## config.mk

```make
export PLATFORM = sky130hd
export DESIGN_NAME = mlp_layer_sequencer
export DESIGN_NICKNAME = d
export VERILOG_FILES = /design/src/rtl/mlp_layer_sequencer.sv
export SDC_FILE = /design/constraint.sdc
export NUM_CORES = 1
export LEC_CHECK = 0
export CORE_MARGIN = 2
export CORE_UTILIZATION = 58
export CTS_CLUSTER_DIAMETER = 60
export DETAILED_ROUTE_END_ITERATION = 7
export GPL_TIMING_DRIVEN = 1
export PLACE_DENSITY = 0.85
export SLEW_MARGIN = 15
export SYNTH_ARGS = -nofsm -noshare
export SYNTH_HDL_FRONTEND = slang
export SYNTH_SLANG_ARGS = --single-unit
export TNS_END_PERCENT = 5
```

## constraint.sdc

```tcl
create_clock -name clk -period 10.25 [get_ports clk]
set_input_delay 2.05 -clock clk [delete_from_list [all_inputs] [get_ports clk]]
set_output_delay 2.05 -clock clk [all_outputs]
set_load 0.01 [all_outputs]
```

## src/rtl/mlp_layer_sequencer.sv

```systemverilog
// -----------------------------------------------------------------------------
// mlp_layer_sequencer
//
// Sequences a two-layer fully connected network over an external multiplier.
// For each output neuron it walks the input vector, presenting an input/hidden
// RAM address and a weight RAM address every cycle. It accumulates the products
// that come back one cycle later, then writes the neuron result. Layer-0 results
// pass through ReLU into the hidden RAM and become the inputs of layer 1. Layer-1
// results are written unmodified to the result RAM.
//
// Ports
//   clk       : clock, all state changes on the rising edge
//   rst       : asynchronous active-high reset
//   start     : run request, sampled only while idle
//   psum      : signed product from the external multiplier
//   layer     : 0 = input RAM feeds the multiplier, 1 = hidden RAM feeds it
//   in_addr   : input/hidden RAM read address
//   w_addr    : weight RAM read address (registered)
//   out_addr  : index of the neuron being computed and written
//   out_we    : write strobe for out_data at out_addr
//   out_data  : neuron result (ReLU applied in layer 0)
//   busy      : high whenever the sequencer is not idle
//   done      : one-cycle pulse at the end of a run
//
// psum timing contract: psum carries the product of the addresses presented in
// the previous cycle. The internal valid flag is state==ISSUE delayed by one
// cycle, so psum is summed exactly on those edges and ignored on all others.
// There is no back-pressure; the multiplier must keep up every cycle.
// -----------------------------------------------------------------------------
module mlp_layer_sequencer #(
   parameter int DATA_W  = 16,
   parameter int ADDR_W  = 4,
   parameter int WADDR_W = 8,
   parameter int L0_IN   = 13,
   parameter int L0_OUT  = 6,
   parameter int L1_OUT  = 3
) (
   input  logic               clk,
   input  logic               rst,
   input  logic               start,
   input  logic [DATA_W-1:0]  psum,
   output logic               layer,
   output logic [ADDR_W-1:0]  in_addr,
   output logic [WADDR_W-1:0] w_addr,
   output logic [ADDR_W-1:0]  out_addr,
   output logic               out_we,
   output logic [DATA_W-1:0]  out_data,
   output logic               busy,
   output logic               done
);

   localparam logic [ADDR_W-1:0]  L0_IN_A  = ADDR_W'(L0_IN);
   localparam logic [ADDR_W-1:0]  L0_OUT_A = ADDR_W'(L0_OUT);
   localparam logic [ADDR_W-1:0]  L1_OUT_A = ADDR_W'(L1_OUT);
   localparam logic [WADDR_W-1:0] L0_IN_W  = WADDR_W'(L0_IN);
   localparam logic [WADDR_W-1:0] L0_OUT_W = WADDR_W'(L0_OUT);
   // Layer-1 weights are stored directly after the layer-0 weight block.
   localparam logic [WADDR_W-1:0] L1_BASE  = WADDR_W'(L0_IN * L0_OUT);

   typedef enum logic [2:0] {
      S_IDLE  = 3'd0,
      S_ISSUE = 3'd1,
      S_DRAIN = 3'd2,
      S_WRITE = 3'd3,
      S_DONE  = 3'd4
   } state_t;

   state_t             state;
   state_t             state_n;
   logic               layer_n;
   logic [ADDR_W-1:0]  in_n;
   logic [ADDR_W-1:0]  out_n;
   logic               acc_clr;
   logic               valid;
   logic [DATA_W-1:0]  acc;
   logic [ADDR_W-1:0]  n_in;
   logic [ADDR_W-1:0]  n_out;
   logic [WADDR_W-1:0] w_base_n;
   logic [WADDR_W-1:0] w_step_n;
   logic [WADDR_W-1:0] w_addr_n;

   // Input count and neuron count of the layer currently being processed.
   assign n_in  = layer ? L0_OUT_A : L0_IN_A;
   assign n_out = layer ? L1_OUT_A : L0_OUT_A;

   // ---------------------------------------------------------------------------
   // FSM state register
   // ---------------------------------------------------------------------------
   always_ff @(posedge clk or posedge rst) begin
      if (rst) begin
         state <= S_IDLE;
      end else begin
         state <= state_n;
      end
   end

   // ---------------------------------------------------------------------------
   // Next-state and next-address logic
   // ---------------------------------------------------------------------------
   always_comb begin
      state_n = state;
      layer_n = layer;
      in_n    = in_addr;
      out_n   = out_addr;
      acc_clr = 1'b0;
      case (state)
         S_IDLE: begin
            if (start) begin
               state_n = S_ISSUE;
               layer_n = 1'b0;
               in_n    = '0;
               out_n   = '0;
               acc_clr = 1'b1;
            end
         end
         S_ISSUE: begin
            // in_addr parks on the last input while the final product drains.
            if (in_addr == n_in - 1'b1) begin
               state_n = S_DRAIN;
            end else begin
               in_n = in_addr + 1'b1;
            end
         end
         S_DRAIN: begin
            state_n = S_WRITE;
         end
         S_WRITE: begin
            acc_clr = 1'b1;
            in_n    = '0;
            if (out_addr != n_out - 1'b1) begin
               out_n   = out_addr + 1'b1;
               state_n = S_ISSUE;
            end else if (!layer) begin
               out_n   = '0;
               layer_n = 1'b1;
               state_n = S_ISSUE;
            end else begin
               state_n = S_DONE;
            end
         end
         S_DONE: begin
            state_n = S_IDLE;
         end
         default: begin
            state_n = S_IDLE;
         end
      endcase
   end

   // The weight address is computed from the next-cycle indices so the
   // registered w_addr always matches the in_addr/out_addr/layer it sits beside.
   always_comb begin
      w_base_n = layer_n ? L1_BASE : '0;
      w_step_n = layer_n ? L0_OUT_W : L0_IN_W;
      w_addr_n = w_base_n + WADDR_W'(out_n) * w_step_n + WADDR_W'(in_n);
   end

   // ---------------------------------------------------------------------------
   // Datapath registers
   // ---------------------------------------------------------------------------
   always_ff @(posedge clk or posedge rst) begin
      if (rst) begin
         layer    <= 1'b0;
         in_addr  <= '0;
         out_addr <= '0;
         w_addr   <= '0;
         valid    <= 1'b0;
         acc      <= '0;
      end else begin
         layer    <= layer_n;
         in_addr  <= in_n;
         out_addr <= out_n;
         w_addr   <= w_addr_n;
         valid    <= (state == S_ISSUE);
         if (acc_clr) begin
            acc <= '0;
         end else if (valid) begin
            // Plain modulo-2^DATA_W wrap, no saturation.
            acc <= acc + psum;
         end
      end
   end

   // ---------------------------------------------------------------------------
   // Outputs
   // ---------------------------------------------------------------------------
   assign out_we = (state == S_WRITE);
   assign busy   = (state != S_IDLE);
   assign done   = (state == S_DONE);

   // ReLU on layer 0 only; the output bus is held at zero outside WRITE.
   assign out_data = !out_we                  ? '0 :
                     (!layer && acc[DATA_W-1]) ? '0 : acc;

endmodule

```

==> reports/metrics.csv, run 1 <==
stage,metric,value,unit
outcome,status,"finished, final reports clean",
sta,fin. max-slew vios,0,
cells_and_area,Final Net Count,462,
floorplanning,Die Span Y,76.2,microns
synthesis,synth warn,0,
global_route,first-pass GRT wire length,11500,microns
sta,"Setup violations, final",0,
global_route,largest net degree at the start of global routing,38,
critical_path,Crit path required time,10.46,ns
placement,Setup WS pre-CTS,3.97,ns
cts,# Post-CTS Setup Buffers,0,
synthesis,"area leader, netlist",dfrtp_1,
sta,Worst Slack Setup Final,4.19,ns
synthesis,syn avg cell area,8.88,sq um
cts,CTS sink count,37,
cells_and_area,"Core Util, Final",73.5,%
detailed_routing,wire length per cell,14.3,microns
floorplanning,Die W,76.2,microns
cells_and_area,diode count,0,
floorplanning,I/O pin count,55,
synthesis,Post-Syn Nets,407,
cells_and_area,Syn-to-layout area delta,23.2,%
critical_path,CP endpoint kind,flop,
cts,Post-CTS Hold Buffers,0,
sta,min cycle time layout,6.06,ns
critical_path,CP Launch Type,primary input,
floorplanning,Core Area,0.00507,sq mm
synthesis,Yosys top cell area share,30.6,%
critical_path,critical path class,primary input to flop,
synthesis,most numerous cell in the Yosys netlist,ha_1,
power_and_ir_drop,register share of total power,22.9,%
critical_path,"Arr. time, crit path",6.27,ns
synthesis,Post-Synthesis Cells,341,
power_and_ir_drop,worst ir drop on vdd,0.000314,V
detailed_routing,DRT antenna net count,0,
power_and_ir_drop,Comb pwr share,68.9,%
global_route,initial antenna violation count,0,
synthesis,"Seq/Total Area, Yosys",30.6,%
global_route,vias in the first global route,2533,
sta,Fmax achieved,165,MHz
detailed_routing,DRC errors left,0,
global_route,GRT Resource Usage Total,24.2,%
synthesis,Post-synth top flop,dfrtp_1,
synthesis,"EDFF count, synth",0,
floorplanning,Initial Utilization,59.6,%
synthesis,Async SR Flop Fraction,100,%
detailed_routing,drt total wl,6650,microns
cells_and_area,Layout Cells excl Fill,466,
power_and_ir_drop,Clk pwr share,8.2,%
placement,Placed Instances,459,
cts,CTS tree,built,
sta,RSZ-0062 raised after global routing,false,
placement,port bufs,54,
synthesis,#FFs+latches synth,37,
detailed_routing,initial DRC count,150,
synthesis,Area contributors post-synth,"dfrtp_1 31%, ha_1 16%, a21oi_1 5.3%, fa_1 5.3%, o21ai_0 4.1%",
placement,hpwl dp,5020,microns
job,MaxCap Viol Count,0,
cts,clk buf depth,2,
cts,"Clk pin slew, worst setup/hold paths",0.07,ns
power_and_ir_drop,PD cells,345,mW/mm^2
sta,Final period util,59.1,%
floorplanning,Std-Cell Rows,26,
floorplanning,Die ar.,0.00581,sq mm
cts,CTS resizes,0,
worst_hold_path,worst min-delay path class,flop to flop,
critical_path,CP max FO,9,
detailed_routing,vias per cell,5.70,
cells_and_area,layout cell share with drive strength beyond 1,4.04,%
placement,gpl congestion,0.900,
cts,CTS buffer count,5,
synthesis,"top cells by count, synth","39 x ha_1, 37 x dfrtp_1, 33 x inv_1",
power_and_ir_drop,internal power,0.000687,W
power_and_ir_drop,sw frac,46.6,%
power_and_ir_drop,Net Sw Power,0.000599,W
power_and_ir_drop,leakage,1.78,nW
detailed_routing,detailed-route via count,2658,
sta,setup TNS,0,ns
sta,final hold vios,0,
sta,Max-Slew Margin vs Limit,30.2,%
cts,CTS Root Cell,clkbuf_8,
cts,Worst-Skew Late Latency,0.29,ns
detailed_routing,DRT Pass-1 Iters,4,
cts,htree depth,2,
sta,Slew @ Worst Pin,1.05,ns
sta,Setup Skew,0.00712,ns
synthesis,Netlist Area Pre-Place,0.00303,sq mm
global_route,grt total ovfl,0,
synthesis,library cells used by synthesis,50,
==> final timing paths <==
path / slack [ns] / from / depth (start not counted) / to
worst max-delay path: 4.19 / start / 17 / w_addr[7]
worst min-delay path: 0.55 / acc[0] / 2 / acc[0]
worst max register to register: 5.37 / layer / 18 / w_addr[7]
worst min register to register: 0.55 / acc[0] / 2 / acc[0]
max in group asynchronous: 7.70 / rst / 3 / out_addr[1]
min in group asynchronous: 2.19 / rst / 3 / acc[5]
==> cells by family after synthesis <==
logic type,after synthesis,share of synthesized area [%]
xor+xnor,13,3.76
buf+inv,42,5.25
flops,37,30.6
fa+ha+maj,47,21.4
mux,9,2.98
compound gates,87,17.8
simple gates,106,18.2
==> placed cells by master, fill, tap and decap left out, types with 5 or more instances in the layout <==
master,synthesis,final
nand2_1,17,17
a21o_1,5,5
and2_1,16,16
nor2_1,32,32
nor3_1,8,8
ha_1,39,39
clkdlybuf4s50_1,0,54
nand3_1,5,5
dfrtp_1,37,37
inv_1,33,33
mux2i_1,9,9
a21oi_1,32,31
fa_1,8,8
xnor2_1,9,9
o21ai_0,25,25
clkbuf_8,0,6
==> registers in the layout, indices dropped and copies added (netlist names) <==
| signal | cells |
|---|---|
| state | 3 |
| in_addr | 4 |
| out_addr | 4 |
| w_addr | 8 |
| valid | 1 |
| acc | 16 |
| layer | 1 |
==> area by class of cell <==
class | count | area [sq um]
Clock buffer | 7 | 86.3
Fill cell | 385 | 1350
Inverter | 34 | 128
Multi-Input combinational cell | 262 | 1950
Sequential cell | 37 | 926
Tap cell | 70 | 87.6
Timing Repair Buffer | 56 | 556
==> power by group through the flow <==
stage	clock network (W)	registers, W	logic, W
after floorplan	0	0.000280	0.000646
after global placement	0	0.000295	0.000840
after detailed placement	0	0.000296	0.000881
after CTS	0.000108	0.000294	0.000892
after global routing	0.000113	0.000308	0.00101
final	0.000106	0.000294	0.000887
==> metrics by stage <==
stage                     instance area (sq um)  total power [W]  hold slack [ns]
final                                      3730          0.00129            0.547
after global routing                       3730          0.00143            0.580
after CTS                                  3720          0.00129            0.542
after detailed placement                   3640          0.00118            0.531
after global placement                     3640          0.00114            0.519
after floorplan                            3030         0.000926            0.489
==> worst max-delay path: stages <==
cell	delay, ns
clkdlybuf4s50_1	0.51
nand2_1	0.11
a21o_1	0.30
o21ai_0	0.23
o21a_1	0.21
nor2_1	0.07
fa_1	0.52
inv_1	0.07
fa_1	0.50
fa_1	0.56
inv_1	0.07
ha_1	0.29
a21o_1	0.18
a21oi_1	0.21
o21bai_1	0.09
a21oi_1	0.17
xnor2_1	0.13
==> routing by layer <==
layer / track usage, % / share of wire (%)
met5: 0 / 0
met2: 41.2 / 49
met3: 4.27 / 3.4
met1: 31.6 / 46
met4: 7.45 / 1.6
(Power assumes the default switching activity.)
==> run 2: changes to the inputs <==
- CORE_UTILIZATION: 58 -> 53
- PLACE_DENSITY: 0.85 -> 0.79
- clock period: 10.25 -> 5.9 ns (I/O delays scaled with it)
==> reports/metrics.csv, run 2 (synthesized netlist as in run 1, its figures left out) <==
stage,metric,value,unit,change
outcome,status,"finished, final reports clean",,unchanged
power_and_ir_drop,leakage,1.77,nW,was 1.78 nW
critical_path,"Largest stage delay, worst path",0.56,ns,about the same
floorplanning,Die W,79.6,microns,was 76.2 microns
critical_path,CP endpoint kind,flop,,unchanged
global_route,vias in the first global route,2497,,"was 2,533"
critical_path,CP Launch Type,primary input,,unchanged
critical_path,crit path launch,start,,unchanged
cts,clk buf depth,2,,unchanged
cells_and_area,layout cell share with drive strength beyond 1,4.05,%,was 4.04%
global_route,initial antenna violation count,0,,unchanged
sta,Max-Slew Margin vs Limit,29.9,%,was 30.2%
worst_hold_path,worst min-delay path class,flop to flop,,unchanged
power_and_ir_drop,worst ir drop on vdd,0.000499,V,was 0.000314 V
cells_and_area,Top Registers,"acc (16), w_addr (8)",,unchanged
cells_and_area,multi-input combinational cell area,0.00195,sq mm,unchanged
cells_and_area,largest reg by FF count,acc,,unchanged
power_and_ir_drop,PD cells,590,mW/mm^2,was 345 mW/mm^2
detailed_routing,DRT Pass-1 Iters,4,,unchanged
cells_and_area,most frequent cells in the layout,"54 x clkdlybuf4s50_1, 39 x ha_1, 37 x dfrtp_1",,unchanged
detailed_routing,DRT antenna net count,0,,unchanged
cts,Post-CTS Hold Buffers,0,,unchanged
sta,Fmax achieved,194,MHz,
cells_and_area,Final Net Count,462,,unchanged
critical_path,Crit path required time,6.11,ns,was 10.46 ns
detailed_routing,initial DRC count,96,,was 150
global_route,first-pass GRT wire length,11100,microns,"was 11,500 microns"
cts,# Post-CTS Setup Buffers,0,,unchanged
critical_path,"Arr. time, crit path",5.37,ns,was 6.27 ns
placement,port bufs,54,,unchanged
critical_path,Reg-to-Reg Start,layer,,unchanged
worst_hold_path,worst hold start,state[2],,was acc[0]
detailed_routing,DRC errors left,0,,unchanged
cts,Worst-Skew Late Latency,0.29,ns,about the same
cts,CTS tree,built,,unchanged
global_route,GRT Resource Usage Total,22.1,%,was 24.2%
placement,hpwl dp,4980,microns,was 5020 microns
sta,RSZ-0062 raised after global routing,false,,unchanged
sta,final hold vios,0,,unchanged
sta,Final period util,87.5,%,
cts,CTS sink count,37,,unchanged
critical_path,CP max FO,9,,unchanged
sta,Worst Slack Setup Final,0.737,ns,was 4.19 ns
floorplanning,Die ar.,0.00633,sq mm,was 0.00581 sq mm
cells_and_area,"commonest non-fill, non-tap cell in the layout",clkdlybuf4s50_1,,unchanged
sta,fin. max-slew vios,0,,unchanged
critical_path,critical path class,primary input to flop,,unchanged
detailed_routing,wire length per cell,14.0,microns,was 14.3 microns
cells_and_area,Syn-to-layout area delta,22.9,%,was 23.2%
sta,setup TNS,0,ns,unchanged
critical_path,slowest cell on the critical path,fa_1,,unchanged
detailed_routing,detailed-route via count,2601,,"was 2,658"
job,MaxCap Viol Count,0,,unchanged
cts,htree depth,2,,unchanged
floorplanning,Core Area,0.00551,sq mm,was 0.00507 sq mm
cts,CTS Root Cell,clkbuf_8,,unchanged
detailed_routing,vias per cell,5.57,,was 5.70
cells_and_area,"Core Util, Final",67.5,%,was 73.5%
floorplanning,Initial Utilization,55.0,%,was 59.6%
detailed_routing,drt total wl,6550,microns,was 6650 microns
floorplanning,Std-Cell Rows,27,,was 26
placement,Setup WS pre-CTS,0.461,ns,was 3.97 ns
cells_and_area,fillcell total,466,,was 385
cells_and_area,FF+latch area,926,sq um,unchanged
critical_path,worst-path cell chain,clkdlybuf4s50_1 -> nand2_1 -> a21o_1 -> a21oi_1 -> inv_1 -> fa_1 -> inv_1 -> fa_1 -> fa_1 -> inv_1 -> ha_1 -> a21o_1 -> a21oi_1 -> o21bai_1 -> a21oi_1 -> xnor2_1,,was clkdlybuf4s50_1 -> nand2_1 -> a21o_1 -> o21ai_0 -> o21a_1 -> nor2_1 -> fa_1 -> inv_1 -> fa_1 -> fa_1 -> inv_1 -> ha_1 -> a21o_1 -> a21oi_1 -> o21bai_1 -> a21oi_1 -> xnor2_1
floorplanning,I/O pin count,55,,unchanged
cts,CTS buffer count,5,,unchanged
cts,"Clk pin slew, worst setup/hold paths",0.07,ns,about the same
cts,CTS resizes,0,,unchanged
cells_and_area,diode count,0,,unchanged
global_route,largest net degree at the start of global routing,38,,unchanged
floorplanning,Die Span Y,79.6,microns,was 76.2 microns
sta,Setup Skew,0.00782,ns,was 0.00712 ns
placement,gpl congestion,0.859,,was 0.900
sta,"Setup violations, final",0,,unchanged
global_route,grt total ovfl,0,,unchanged
sta,min cycle time layout,5.16,ns,
sta,Slew @ Worst Pin,1.05,ns,about the same
cells_and_area,max FFs per register,16,,unchanged
==> run 2: cell types whose count changed in the layout (fill, tap and decap cells not counted) <==
cell / before / now
clkbuf_1: 1 / 0
clkbuf_8: 6 / 5
clkinv_2: 0 / 1
==> run 2: worst max-delay path: cells and delay by family <==
family          cells  cell delay [ns]
xor+xnor            1             0.14
simple gates        1             0.10
compound gates      6             1.30
fa+ha+maj           4             1.87
buf+inv             4             0.78
==> run 2: final timing paths <==
check	endpoint	slack, ns	depth (start not counted)
max	w_addr[7]	0.74	16
min	state[1]	0.55	1
max reg2reg	w_addr[7]	1.00	18
min reg2reg	state[1]	0.55	1
max in group asynchronous	in_addr[1]	4.23	3
min in group asynchronous	acc[5]	1.32	3
==> run 2: power by group <==
group	internal (W)	total, W	switching [W]
Sequential	0.000388	0.000514	0.000126
Clock	0.0000778	0.000166	0.0000880
Combinational	0.000704	0.00152	0.000811
Total	0.00117	0.00220	0.00103
==> run 2: per-stage QoR <==
stage               hold WS [ns]  std cells  cell area [sq um]  total power [W]
floorplan                  0.489        341               3030          0.00161
global placement           0.516        461               3640          0.00198
detailed placement         0.530        461               3640          0.00204
CTS                        0.535        467               3710          0.00222
global route               0.584        467               3720          0.00246
finish                     0.555        467               3720          0.00220
==> run 2: area by class of cell <==
class	instances	share of cell area (%)
inverter	34	3.43
multi-input combinational	262	52.3
timing repair buffer	56	14.9
clock inverter	1	0.135
sequential	37	24.9
tap	72	2.42
clock buffer	5	1.85
==> run 2: routing by layer <==
layer  GRT usage [%]  vias up  part of all wire, %
met5               0        -                    0
met4            7.76        0                  1.9
met3            3.96       13                  4.6
met2            34.7       59                   45
met1            30.6     1221                   48
li1                -     1308                    -
==> run 3: changes to the inputs <==
- CORE_UTILIZATION: 53 -> 40
- PLACE_DENSITY: 0.79 -> 0.62
==> reports/metrics.csv, run 3 (synthesized netlist as in run 1, its figures left out) <==
stage,metric,value,unit,change
outcome,status,"finished, final reports clean",,unchanged
sta,setup TNS,0,ns,unchanged
detailed_routing,wire length per cell,13.4,microns,was 14.0 microns
sta,Max-Slew Margin vs Limit,36.3,%,was 29.9%
power_and_ir_drop,leakage,1.78,nW,was 1.77 nW
cells_and_area,fillcell total,742,,was 466
detailed_routing,DRT Pass-1 Iters,4,,unchanged
critical_path,"setup slack, reg-to-reg",1.00,ns,about the same
cells_and_area,"Core Util, Final",51.6,%,was 67.5%
sta,fin. max-slew vios,0,,unchanged
cts,clk buf depth,2,,unchanged
cells_and_area,Syn-to-layout area delta,24.3,%,was 22.9%
global_route,grt total ovfl,0,,unchanged
cells_and_area,Final Net Count,462,,unchanged
cells_and_area,Top Registers,"acc (16), w_addr (8)",,unchanged
cells_and_area,largest reg by FF count,acc,,unchanged
cells_and_area,Layout Cells excl Fill,496,,was 467
sta,Setup Skew,0.00573,ns,was 0.00782 ns
placement,port bufs,54,,unchanged
power_and_ir_drop,Power Total,0.00218,W,was 0.00220 W
critical_path,slowest cell on the critical path,fa_1,,unchanged
critical_path,Crit path required time,6.11,ns,about the same
cts,CTS tree,built,,unchanged
cts,Worst-Skew Late Latency,0.29,ns,about the same
sta,final hold vios,0,,unchanged
floorplanning,Std-Cell Rows,31,,was 27
detailed_routing,DRT antenna net count,0,,unchanged
job,MaxCap Viol Count,0,,unchanged
critical_path,"Largest stage delay, worst path",0.54,ns,was 0.56 ns
cells_and_area,most frequent cells in the layout,"54 x clkdlybuf4s50_1, 39 x ha_1, 37 x dfrtp_1",,unchanged
global_route,first-pass GRT wire length,11800,microns,"was 11,100 microns"
cts,CTS resizes,0,,unchanged
placement,placed instance area,0.00367,sq mm,was 0.00364 sq mm
cells_and_area,"commonest non-fill, non-tap cell in the layout",clkdlybuf4s50_1,,unchanged
cts,CTS Root Cell,clkbuf_8,,unchanged
critical_path,CP max FO,9,,unchanged
global_route,largest net degree at the start of global routing,38,,unchanged
detailed_routing,vias per cell,5.13,,was 5.57
floorplanning,Core Area,0.00729,sq mm,was 0.00551 sq mm
critical_path,"Buf+Inv Stages, Crit Path",4,,unchanged
cts,CTS buffer count,5,,unchanged
cts,Post-CTS Hold Buffers,0,,unchanged
sta,Fmax achieved,193,MHz,was 194 MHz
sta,Slew @ Worst Pin,0.956,ns,was 1.05 ns
cells_and_area,diode count,0,,unchanged
detailed_routing,DRC errors left,0,,unchanged
cells_and_area,multi-input combinational cell area,0.00195,sq mm,unchanged
floorplanning,Die ar.,0.00828,sq mm,was 0.00633 sq mm
sta,min cycle time layout,5.18,ns,was 5.16 ns
floorplanning,Die Span Y,91.0,microns,was 79.6 microns
placement,gpl congestion,0.861,,was 0.859
cts,"Clk pin slew, worst setup/hold paths",0.08,ns,was 0.07 ns
critical_path,CP Launch Type,primary input,,unchanged
sta,"Setup violations, final",0,,unchanged
critical_path,CP endpoint kind,flop,,unchanged
placement,Placed Instances,488,,was 461
detailed_routing,detailed-route via count,2546,,"was 2,601"
placement,hpwl dp,5010,microns,was 4980 microns
cells_and_area,Final Cell Area,0.00376,sq mm,was 0.00372 sq mm
power_and_ir_drop,PD cells,581,mW/mm^2,was 590 mW/mm^2
power_and_ir_drop,worst ir drop on vdd,0.000269,V,was 0.000499 V
cts,# Post-CTS Setup Buffers,0,,unchanged
sta,RSZ-0062 raised after global routing,false,,unchanged
worst_hold_path,worst min-delay path class,flop to flop,,unchanged
global_route,GRT Resource Usage Total,17.3,%,was 22.1%
detailed_routing,initial DRC count,105,,was 96
sta,Final period util,87.9,%,was 87.5%
critical_path,critical path class,primary input to flop,,unchanged
cts,htree depth,2,,unchanged
cts,CTS sink count,37,,unchanged
critical_path,"Arr. time, crit path",5.40,ns,was 5.37 ns
critical_path,worst-path cell chain,clkdlybuf4s50_1 -> nand2_1 -> a21o_1 -> a21oi_1 -> inv_1 -> fa_1 -> inv_1 -> fa_1 -> fa_1 -> inv_1 -> ha_1 -> a21o_1 -> a21oi_1 -> o21bai_1 -> a21oi_1 -> xnor2_1,,unchanged
detailed_routing,drt total wl,6630,microns,was 6550 microns
global_route,vias in the first global route,2517,,"was 2,497"
floorplanning,Initial Utilization,41.5,%,was 55.0%
floorplanning,I/O pin count,55,,unchanged
cells_and_area,max FFs per register,16,,unchanged
floorplanning,Die W,91.0,microns,was 79.6 microns
cells_and_area,FF+latch area,926,sq um,unchanged
critical_path,family with the most delay on the worst path,adder cells,,unchanged
cells_and_area,layout cell share with drive strength beyond 1,4.28,%,was 4.05%
global_route,initial antenna violation count,0,,unchanged
## run 3: metrics by stage
step | hold WS [ns] | setup WS, ns
floorplan | 0.489 | 1.34
detailed placement | 0.540 | 0.422
global route | 0.604 | 0.400
finish | 0.559 | 0.716
CTS | 0.562 | 0.747
global placement | 0.534 | 0.594
## run 3: layout make-up
| cell class | count | area share, % |
|---|---|---|
| flip-flops and latches | 37 | 24.6 |
| multi-input cells | 262 | 51.7 |
| well taps | 99 | 3.29 |
| inverters | 34 | 3.39 |
| clock inverters | 2 | 0.266 |
| clock buffers | 6 | 1.93 |
| repair buffers | 56 | 14.8 |
## run 3: worst reg2reg max path, stage by stage (launching register included)
cell and delay, ns:
dfrtp_1 0.57, ha_1 0.30, nor4bb_1 0.27, buf_4 0.21
mux2i_1 0.20, nor2_1 0.06, a21oi_1 0.30, inv_1 0.14
fa_1 0.53, inv_1 0.06, fa_1 0.50, fa_1 0.54
inv_1 0.07, ha_1 0.29, a21o_1 0.17, a21oi_1 0.24
o21bai_1 0.09, a21oi_1 0.18, xnor2_1 0.13
## run 3: worst paths after layout
path | endpoint | cells after the start | startpoint
max | w_addr[7] | 16 | start
min | acc[4] | 2 | acc[4]
max reg2reg | w_addr[7] | 18 | layer
min reg2reg | acc[4] | 2 | acc[4]
max in group asynchronous | out_addr[1] | 3 | rst
min in group asynchronous | acc[2] | 3 | rst
## run 3: per-layer routing
metal / global-route usage (%) / share of wire [%] / up-vias
li1: - / - / 1297
met1: 25.1 / 51 / 1187
met2: 25.9 / 43 / 50
met3: 2.74 / 3.2 / 12
met4: 6.44 / 2.1 / 0
met5: 0 / 0 / -
## run 3: report_power, final
part           switching [W]  internal, W  total (W)  leakage [nW]
logic               0.000798     0.000697    0.00149          1.29
clock network      0.0000944    0.0000820   0.000176        0.0450
registers           0.000125     0.000388   0.000513         0.445
